===== src/rtl/filtdec_seq.sv =====
// rtl/filtdec_seq.sv - channel/decimation-phase sequencer for the shared filtdec datapath
//
// Tracks the channel index and the frame-within-decimation-period of an
// interleaved multi-channel sample stream. It drives the datapath enable and
// flags the last frame of each period. The dump flag and its channel tag are
// then delayed to line up with the arithmetic latency.
//
// Ports:
//   clk, rst       system clock, synchronous active-high reset
//   cfg_decim      decimation factor N in frames (0 behaves as 1)
//   cfg_load       one-cycle pulse: latch cfg_decim, clear counters, go IDLE
//   in_valid       sample present this cycle
//   in_sof         start of frame (channel 0), qualified by in_valid
//   gate           datapath enable for this cycle's sample (combinational)
//   chan           channel index of this cycle's sample (combinational)
//   dump           this gated sample lies in the last frame of its period
//   out_valid      decimated result valid at datapath output
//   out_chan       channel tag of the out_valid result
//   running        sequencer locked to the stream
//   sync_err       sticky: in_sof arrived with the channel counter non-zero
module filtdec_seq #(
    parameter int nch = 4,
    parameter int cw  = 2,
    parameter int dw  = 8,
    parameter int lat = 4
) (
    input  logic          clk,
    input  logic          rst,
    input  logic [dw-1:0] cfg_decim,
    input  logic          cfg_load,
    input  logic          in_valid,
    input  logic          in_sof,
    output logic          gate,
    output logic [cw-1:0] chan,
    output logic          dump,
    output logic          out_valid,
    output logic [cw-1:0] out_chan,
    output logic          running,
    output logic          sync_err
);

    typedef enum logic {
        IDLE = 1'b0,
        RUN  = 1'b1
    } state_t;

    localparam logic [cw-1:0] chan_last = cw'(nch - 1);

    state_t        state, state_nx;
    logic [cw-1:0] chan_cnt, chan_cnt_nx, chan_eff;
    logic [dw-1:0] frame_cnt, frame_cnt_nx, frame_eff;
    logic [dw-1:0] decim, last_frame;
    logic          sync_err_nx;
    logic          gate_int;

    function automatic logic [dw-1:0] decim_fix(input logic [dw-1:0] v);
        return (v == '0) ? dw'(1) : v;
    endfunction

    assign last_frame = decim - dw'(1);

    always_comb begin
        state_nx     = state;
        chan_cnt_nx  = chan_cnt;
        frame_cnt_nx = frame_cnt;
        sync_err_nx  = sync_err;
        gate_int     = 1'b0;
        chan_eff     = chan_cnt;
        frame_eff    = frame_cnt;

        if (cfg_load) begin
            // The sample arriving with a reconfiguration is dropped.
            state_nx     = IDLE;
            chan_cnt_nx  = '0;
            frame_cnt_nx = '0;
            sync_err_nx  = 1'b0;
        end else begin
            case (state)
                IDLE: begin
                    if (in_valid && in_sof) begin
                        gate_int  = 1'b1;
                        chan_eff  = '0;
                        frame_eff = '0;
                        state_nx  = RUN;
                    end
                end
                RUN: begin
                    gate_int = in_valid;
                    if (in_valid && in_sof) begin
                        // Resync: abandon any partial frame, restart the period.
                        if (chan_cnt != '0) begin
                            sync_err_nx = 1'b1;
                        end
                        chan_eff  = '0;
                        frame_eff = '0;
                    end
                end
                default: state_nx = IDLE;
            endcase

            if (gate_int) begin
                if (chan_eff == chan_last) begin
                    chan_cnt_nx  = '0;
                    frame_cnt_nx = (frame_eff == last_frame) ? '0 : frame_eff + dw'(1);
                end else begin
                    chan_cnt_nx  = chan_eff + cw'(1);
                    frame_cnt_nx = frame_eff;
                end
            end
        end
    end

    assign gate    = gate_int & ~rst;
    assign chan    = chan_eff;
    assign dump    = gate & (frame_eff == last_frame);
    assign running = (state == RUN);

    always_ff @(posedge clk) begin
        if (rst) begin
            state     <= IDLE;
            chan_cnt  <= '0;
            frame_cnt <= '0;
            sync_err  <= 1'b0;
            decim     <= decim_fix(cfg_decim);
        end else begin
            state     <= state_nx;
            chan_cnt  <= chan_cnt_nx;
            frame_cnt <= frame_cnt_nx;
            sync_err  <= sync_err_nx;
            if (cfg_load) begin
                decim <= decim_fix(cfg_decim);
            end
        end
    end

    // Free-running alignment pipe: keeps shifting through input gaps and
    // reconfiguration so results already in flight still emerge.
    generate
        if (lat == 0) begin : g_nopipe
            assign out_valid = dump;
            assign out_chan  = chan;
        end else begin : g_pipe
            logic [lat-1:0] pv;
            logic [cw-1:0]  pc [lat];

            always_ff @(posedge clk) begin
                if (rst) begin
                    pv <= '0;
                    for (int i = 0; i < lat; i++) begin
                        pc[i] <= '0;
                    end
                end else begin
                    pv[0] <= dump;
                    pc[0] <= chan;
                    for (int i = 1; i < lat; i++) begin
                        pv[i] <= pv[i-1];
                        pc[i] <= pc[i-1];
                    end
                end
            end

            assign out_valid = pv[lat-1];
            assign out_chan  = pc[lat-1];
        end
    endgenerate

endmodule


===== config.mk =====
export PLATFORM = sky130hd
export DESIGN_NAME = filtdec_seq
export DESIGN_NICKNAME = d
export VERILOG_FILES = /design/src/rtl/filtdec_seq.sv
export SDC_FILE = /design/constraint.sdc
export NUM_CORES = 1
export LEC_CHECK = 0
export CORE_MARGIN = 5
export CORE_UTILIZATION = 55
export CTS_CLUSTER_DIAMETER = 100
export DETAILED_ROUTE_END_ITERATION = 6
export MAX_ROUTING_LAYER = met4
export PLACE_DENSITY = 0.8
export SYNTH_ARGS = -nofsm -noshare
export SYNTH_HDL_FRONTEND = slang
export SYNTH_SLANG_ARGS = --single-unit

===== constraint.sdc =====
create_clock -name clk -period 5.05 [get_ports clk]
set_input_delay 1.01 -clock clk [delete_from_list [all_inputs] [get_ports clk]]
set_output_delay 1.01 -clock clk [all_outputs]
set_load 0.02 [all_outputs]

==> metrics.txt, run 1 <==
crit-path most repeated cell=clkdlybuf4s50_1; Post-Synth Simple-Gate Area=0.288; area leader, netlist=dfxtp_1; sequential share of power=0.523; first-pass GRT wire length=6160 µm; number of global-route vias before repair=1,297; main combinational cell family by area after synthesis=simple AND/OR/NAND/NOR gates; status=completed; Mapped Avg Cell Area=8.85 µm²; worst reg2reg path depth=9; Hold Path Class=register to register; Comb pwr share=0.149; All-Layer GR Usage=0.185; Synth Net Count=227; worst reg2reg setup slack=2490 ps; DR DRC count=0; Worst Max-Slew Pin Slew=623 ps; hold-fix buffers at CTS=0; Routed WL per cell=13.6 µm; drt first pass iters=4; initial antenna violation count=0; Initial Util=0.564; number of synthesized flops with an enable pin=8; H-tree depth=2; Die W=68.3 µm; Worst Setup Start Kind=input pin; Post-Route WL=3680 µm; drt via density=5.57; initial DRC count=117; Power Dens Cells=251 nW/µm²; Num CTS Buffers=5; reg-to-reg endpoint=frame_cnt[3]$_SDFFE_PP0P_; Mapped Cells=211; Setup violations, final=0; fmax=210 MHz; fin crit period=4770 ps; Worst Setup EP=dump; antenna cells=0; Synth Register Bits=32; core area=3310 µm²; DIE AREA=4660 µm²; GP Congestion=0.835; DR vias=1,510; Final #Nets=240; post-synthesis sequential area ratio=0.386; CP Data Arrival Time=3760 ps; yosys warns=0; Sw Ratio=0.267; largest net degree at the start of global routing=18; GRT overflow=0; worst path required time=4040 ps; Final period util=0.944; CP peak stage delay=680 ps; crit path from=in_valid; Crit Path Max Fanout=11; Netlist Area Pre-Place=1870 µm²; Final HPWL DP=2780 µm; row cnt=21; final number of hold-violating endpoints=0; Synth area leaders=dfxtp_1 (26%), edfxtp_1 (13%), nand2_1 (3.8%), xnor2_1 (3.8%), nor2b_1 (3.7%); root buf cell=clkbuf_4; setup TNS=0 ps; Max VDD drop=197 µV; crit-path cells=clkdlybuf4s50_1, and2_4, nand2b_4, nand3_1, o21ai_0, a2bb2oi_1, or4_4, a2111oi_0, clkdlybuf4s50_1; slowest library cell on the worst path=clkdlybuf4s50_1; number of gates resized after cts=0; post-synthesis mux area share=0.0107; Crit Path Category=input pin to output port; Total Power=0.000537 W; Clock Skews=9.97 ps; clock slew at reported path FFs=110 ps; Synth Area in Compound Gates=0.140; CP Capture Type=output port; Synth async-reset ratio=0; clock power share=0.328; MaxCap Viol Count=0; r2r startpoint=decim[0]$_SDFFCE_PN1P_; Synth Area in Adders=0.0201; P_leak=0.778 nW; post-CTS setup buffers=0; Die Height=68.3 µm; Most used DFF post-synth=dfxtp_1; Post-Synth XOR/XNOR Area=0.0952; clk sinks=32; Int Pwr=0.000393 W; sw power=0.000143 W; Buffers on Ports=21; post-synth top area share=0.257; clock latency on the worst-skew pair=340 ps; CTS tree=yes; clock buffer depth=2; ANT nets after route=0; Area Growth Syn to Fin=14.5%; RSZ-0062 raised after global routing=no; Slew Limit Fails=0; post-synth cell types=53; I/O pin cnt=22; Slew headroom=0.580; share of post-route cells with drive strength above 1=0.0889
synthesized netlist by cell type (3+ instances only):
cell type and instances:
nor2_1 13, nor3_1 7, dfxtp_1 24, a21oi_1 8, and3_1 3, xor2_1 7
o21ai_1 5, inv_1 6, nand3_1 9, xnor2_1 8, a32oi_1 4, ha_1 3
and2_1 7, o21ai_0 11, clkbuf_1 11, edfxtp_1 8, nor2b_1 11, nand2_1 19
power groups by stage:
stage,Combinational [W],Sequential [W],Clock (W)
2_1_floorplan,0.0000619,0.000282,0
3_3_place_gp,0.0000775,0.000286,0
3_5_place_dp,0.0000795,0.000286,0
4_1_cts,0.0000797,0.000281,0.000184
5_1_grt,0.0000877,0.000282,0.000197
6_report,0.0000800,0.000281,0.000176
routing by layer:
metal  wire length [µm]  up-vias  GRT usage  share of wire
met5                  0        -          -              0
met4                 27        0     0.0596         0.0073
met3                262        4     0.0542          0.071
met2               1720       45      0.274           0.47
met1               1670      694      0.241           0.45
li1                   -      767          -              -
flip-flops by register name (all words and copies together) (netlist names):
name       flops
chan_cnt       2
decim          8
g_pipe.pc      8
frame_cnt      8
running        1
sync_err       1
g_pipe.pv      4
logic make-up (layout without fill, tap and decap cells):
family | after synthesis | in the layout
muxes | 2 | 2
DFF | 32 | 32
adders and majority gates | 3 | 3
xor gates and xnor gates | 17 | 17
buffers and inverters | 24 | 38
and+or+nand+nor | 92 | 92
AOI/OAI and AO/OA | 41 | 41
stage by stage:
stage | hold WS (ps) | cells | worst slack (ps) | instance area, µm² | utilization
after floorplan | 414 | 211 | 885 | 1870 | -
after global placement | 415 | 263 | 355 | 2060 | 0.623
after detailed placement | 425 | 263 | 296 | 2060 | 0.623
after CTS | 450 | 271 | 290 | 2140 | 0.646
after global routing | 464 | 271 | 168 | 2140 | 0.646
final | 442 | 271 | 282 | 2140 | 0.646
cell usage in the layout, fill, tap and decap left out, types with 8 or more instances in the layout:
cell type / netlist / final
a21oi_1: 8 / 8
clkdlybuf4s50_1: 0 / 21
dfxtp_1: 24 / 24
edfxtp_1: 8 / 8
nand2_1: 19 / 19
nand3_1: 9 / 9
nor2_1: 13 / 13
nor2b_1: 11 / 11
o21ai_0: 11 / 11
xnor2_1: 8 / 8
layout make-up:
type                       instances  area (µm²)
fill                             292        1170
multi-input combinational        155        1030
sequential                        32         721
timing repair buffer              23         225
clock buffer                       6        62.6
tap                               46        57.6
inverter                           7        26.3
clock inverter                     2        11.3
critical path, delay by kind of cell:
kind	cells	cell delay, ps
buffers and inverters	2	1190
AND/OR/NAND/NOR	4	970
AO/OA/AOI/OAI	3	580
how the worst min path moves through the flow:
| stage | cells past startpoint | slack [ps] | to | from |
|---|---|---|---|---|
| finish | 1 | 440 | g_pipe.pv[1]$_SDFF_PP0_ | g_pipe.pv[0]$_SDFF_PP0_ |
| global route | 1 | 460 | g_pipe.pv[1]$_SDFF_PP0_ | g_pipe.pv[0]$_SDFF_PP0_ |
| CTS | 1 | 450 | g_pipe.pc[2][1]$_SDFF_PP0_ | g_pipe.pc[1][1]$_SDFF_PP0_ |
| detailed placement | 1 | 420 | g_pipe.pc[1][0]$_SDFF_PP0_ | g_pipe.pc[0][0]$_SDFF_PP0_ |
| global placement | 1 | 420 | g_pipe.pc[1][0]$_SDFF_PP0_ | g_pipe.pc[0][0]$_SDFF_PP0_ |
| floorplan | 1 | 410 | g_pipe.pc[1][0]$_SDFF_PP0_ | g_pipe.pc[0][0]$_SDFF_PP0_ |
(Power assumes the default switching activity.)
==> run 2: changes to the inputs <==
CORE_UTILIZATION = 50   (was 55)
PLACE_DENSITY = 0.76   (was 0.8)
SETUP_SLACK_MARGIN = 0.05   (was not set)
clock period = 4.06 ns   (was 5.05 ns; I/O delays follow)
==> metrics.txt, run 2 (synthesis gave the netlist of run 1 again) <==
status=completed; ANT nets after route=0; Largest regs=decim (8), frame_cnt (8), g_pipe.pc (8); Final HPWL DP=2920 µm; root buf cell=clkbuf_8; GRT overflow=0; clk sinks=32; RSZ-0062 raised after global routing=no; Post-Route WL=3900 µm; Final period util=0.941; Total Power=0.000735 W; GP Congestion=0.841; Layout Cells excl Fill=282; Hold WS=439 ps; Clock Skews=5.41 ps; Die W=71.1 µm; Routed WL per cell=13.8 µm; Worst Setup Start Kind=input pin; core area=3630 µm²; Crit Path Category=input pin to output port; fin area=2240 µm²; row cnt=22; final number of hold-violating endpoints=0; H-tree depth=2; Area Growth Syn to Fin=19.8%; number of global-route vias before repair=1,517; drt via density=5.51; DR vias=1,554; Setup violations, final=0; DR DRC count=0; initial DRC count=80; Crit Path Max Fanout=5; Initial Util=0.514; Post-Place Cell Area=2130 µm²; largest net degree at the start of global routing=17; fmax=262 MHz; fin crit period=3820 ps; drt first pass iters=4; clock slew at reported path FFs=60 ps; DIE AREA=5060 µm²; I/O pin cnt=22; initial antenna violation count=0; CP Data Arrival Time=3010 ps; Slew Limit Fails=0; first-pass GRT wire length=6560 µm; Buffers on Ports=21; most common cell after layout, fill and taps aside=dfxtp_1; final worst slack=240 ps; Cells after DPL=274; Worst Max-Slew Pin Slew=632 ps; worst path required time=3250 ps; MaxCap Viol Count=0; most frequent cells in the layout=dfxtp_1 (24), clkdlybuf4s50_1 (20), nand2_1 (19); Hold Path Class=register to register; post-CTS setup buffers=0; antenna cells=0; share of post-route cells with drive strength above 1=0.124; Power Dens Cells=328 nW/µm²; Num CTS Buffers=5; Slew headroom=0.574; pre-CTS WS=-64.8 ps; All-Layer GR Usage=0.167; P_leak=0.838 nW; CTS tree=yes; Max VDD drop=239 µV; clock latency on the worst-skew pair=290 ps; CP Capture Type=output port; Die Height=71.1 µm; Final #Nets=249; clock buffer depth=2
-- run 2: cell types whose count changed in the layout (fill, tap and decap cells not counted), sizes merged --
| cell | previous run | this run |
|---|---|---|
| clkdlybuf4s50 | 21 | 20 |
| buf | 2 | 11 |
| dlygate4sd2 | 0 | 1 |
-- run 2: path summary, 6_finish.rpt --
path | slack (ps) | startpoint | endpoint | cells past startpoint
setup / recovery | 240 | in_sof | dump | 9
hold / removal | 440 | g_pipe.pc[1][0]$_SDFF_PP0_ | g_pipe.pc[2][0]$_SDFF_PP0_ | 1
setup reg to reg | 1480 | decim[0]$_SDFFCE_PN1P_ | frame_cnt[6]$_SDFFE_PP0P_ | 9
hold reg to reg | 440 | g_pipe.pc[1][0]$_SDFF_PP0_ | g_pipe.pc[2][0]$_SDFF_PP0_ | 1
-- run 2: layout make-up --
cell class / count / area [µm²]
clock buffer: 6 / 93.8
sequential: 32 / 721
fill: 349 / 1400
clock inverter: 2 / 11.3
inverter: 7 / 26.3
multi-input combinational: 155 / 1030
tap: 48 / 60.1
timing repair buffer: 32 / 292
-- run 2: routing by layer --
metal,vias up,track usage,part of all wire
li1,786,-,-
met1,718,0.197,0.45
met2,42,0.268,0.49
met3,8,0.0455,0.051
met4,0,0.0668,0.017
met5,-,-,0
-- run 2: critical path, stage by stage --
cell             delay, ps
clkdlybuf4s50_1        440
and2_4                 170
nand2b_4                80
nand3_1                 70
o21ai_0                 90
a2bb2oi_1               80
or4_4                  520
a2111oi_0              360
dlygate4sd2_1          380
-- run 2: stage by stage --
step	setup TNS, ps	utilization
3_3_place_gp	-57.8	0.587
6_report	0	0.616
4_1_cts	0	0.616
5_1_grt	0	0.616
2_1_floorplan	0	-
3_5_place_dp	-64.8	0.587
-- run 2: what timing repair did --
| action | CTS | global route |
|---|---|---|
| hold buffers | 0 | 0 |
| setup endpoints to repair | 1 | 0 |
| resized for setup | 1 | 0 |
-- run 2: where the power goes --
| group | switching (W) | total (W) | internal [W] |
|---|---|---|---|
| sequential | 0.0000121 | 0.000349 | 0.000337 |
| clock | 0.000122 | 0.000279 | 0.000157 |
| combinational | 0.0000530 | 0.000107 | 0.0000535 |
| total | 0.000187 | 0.000735 | 0.000547 |
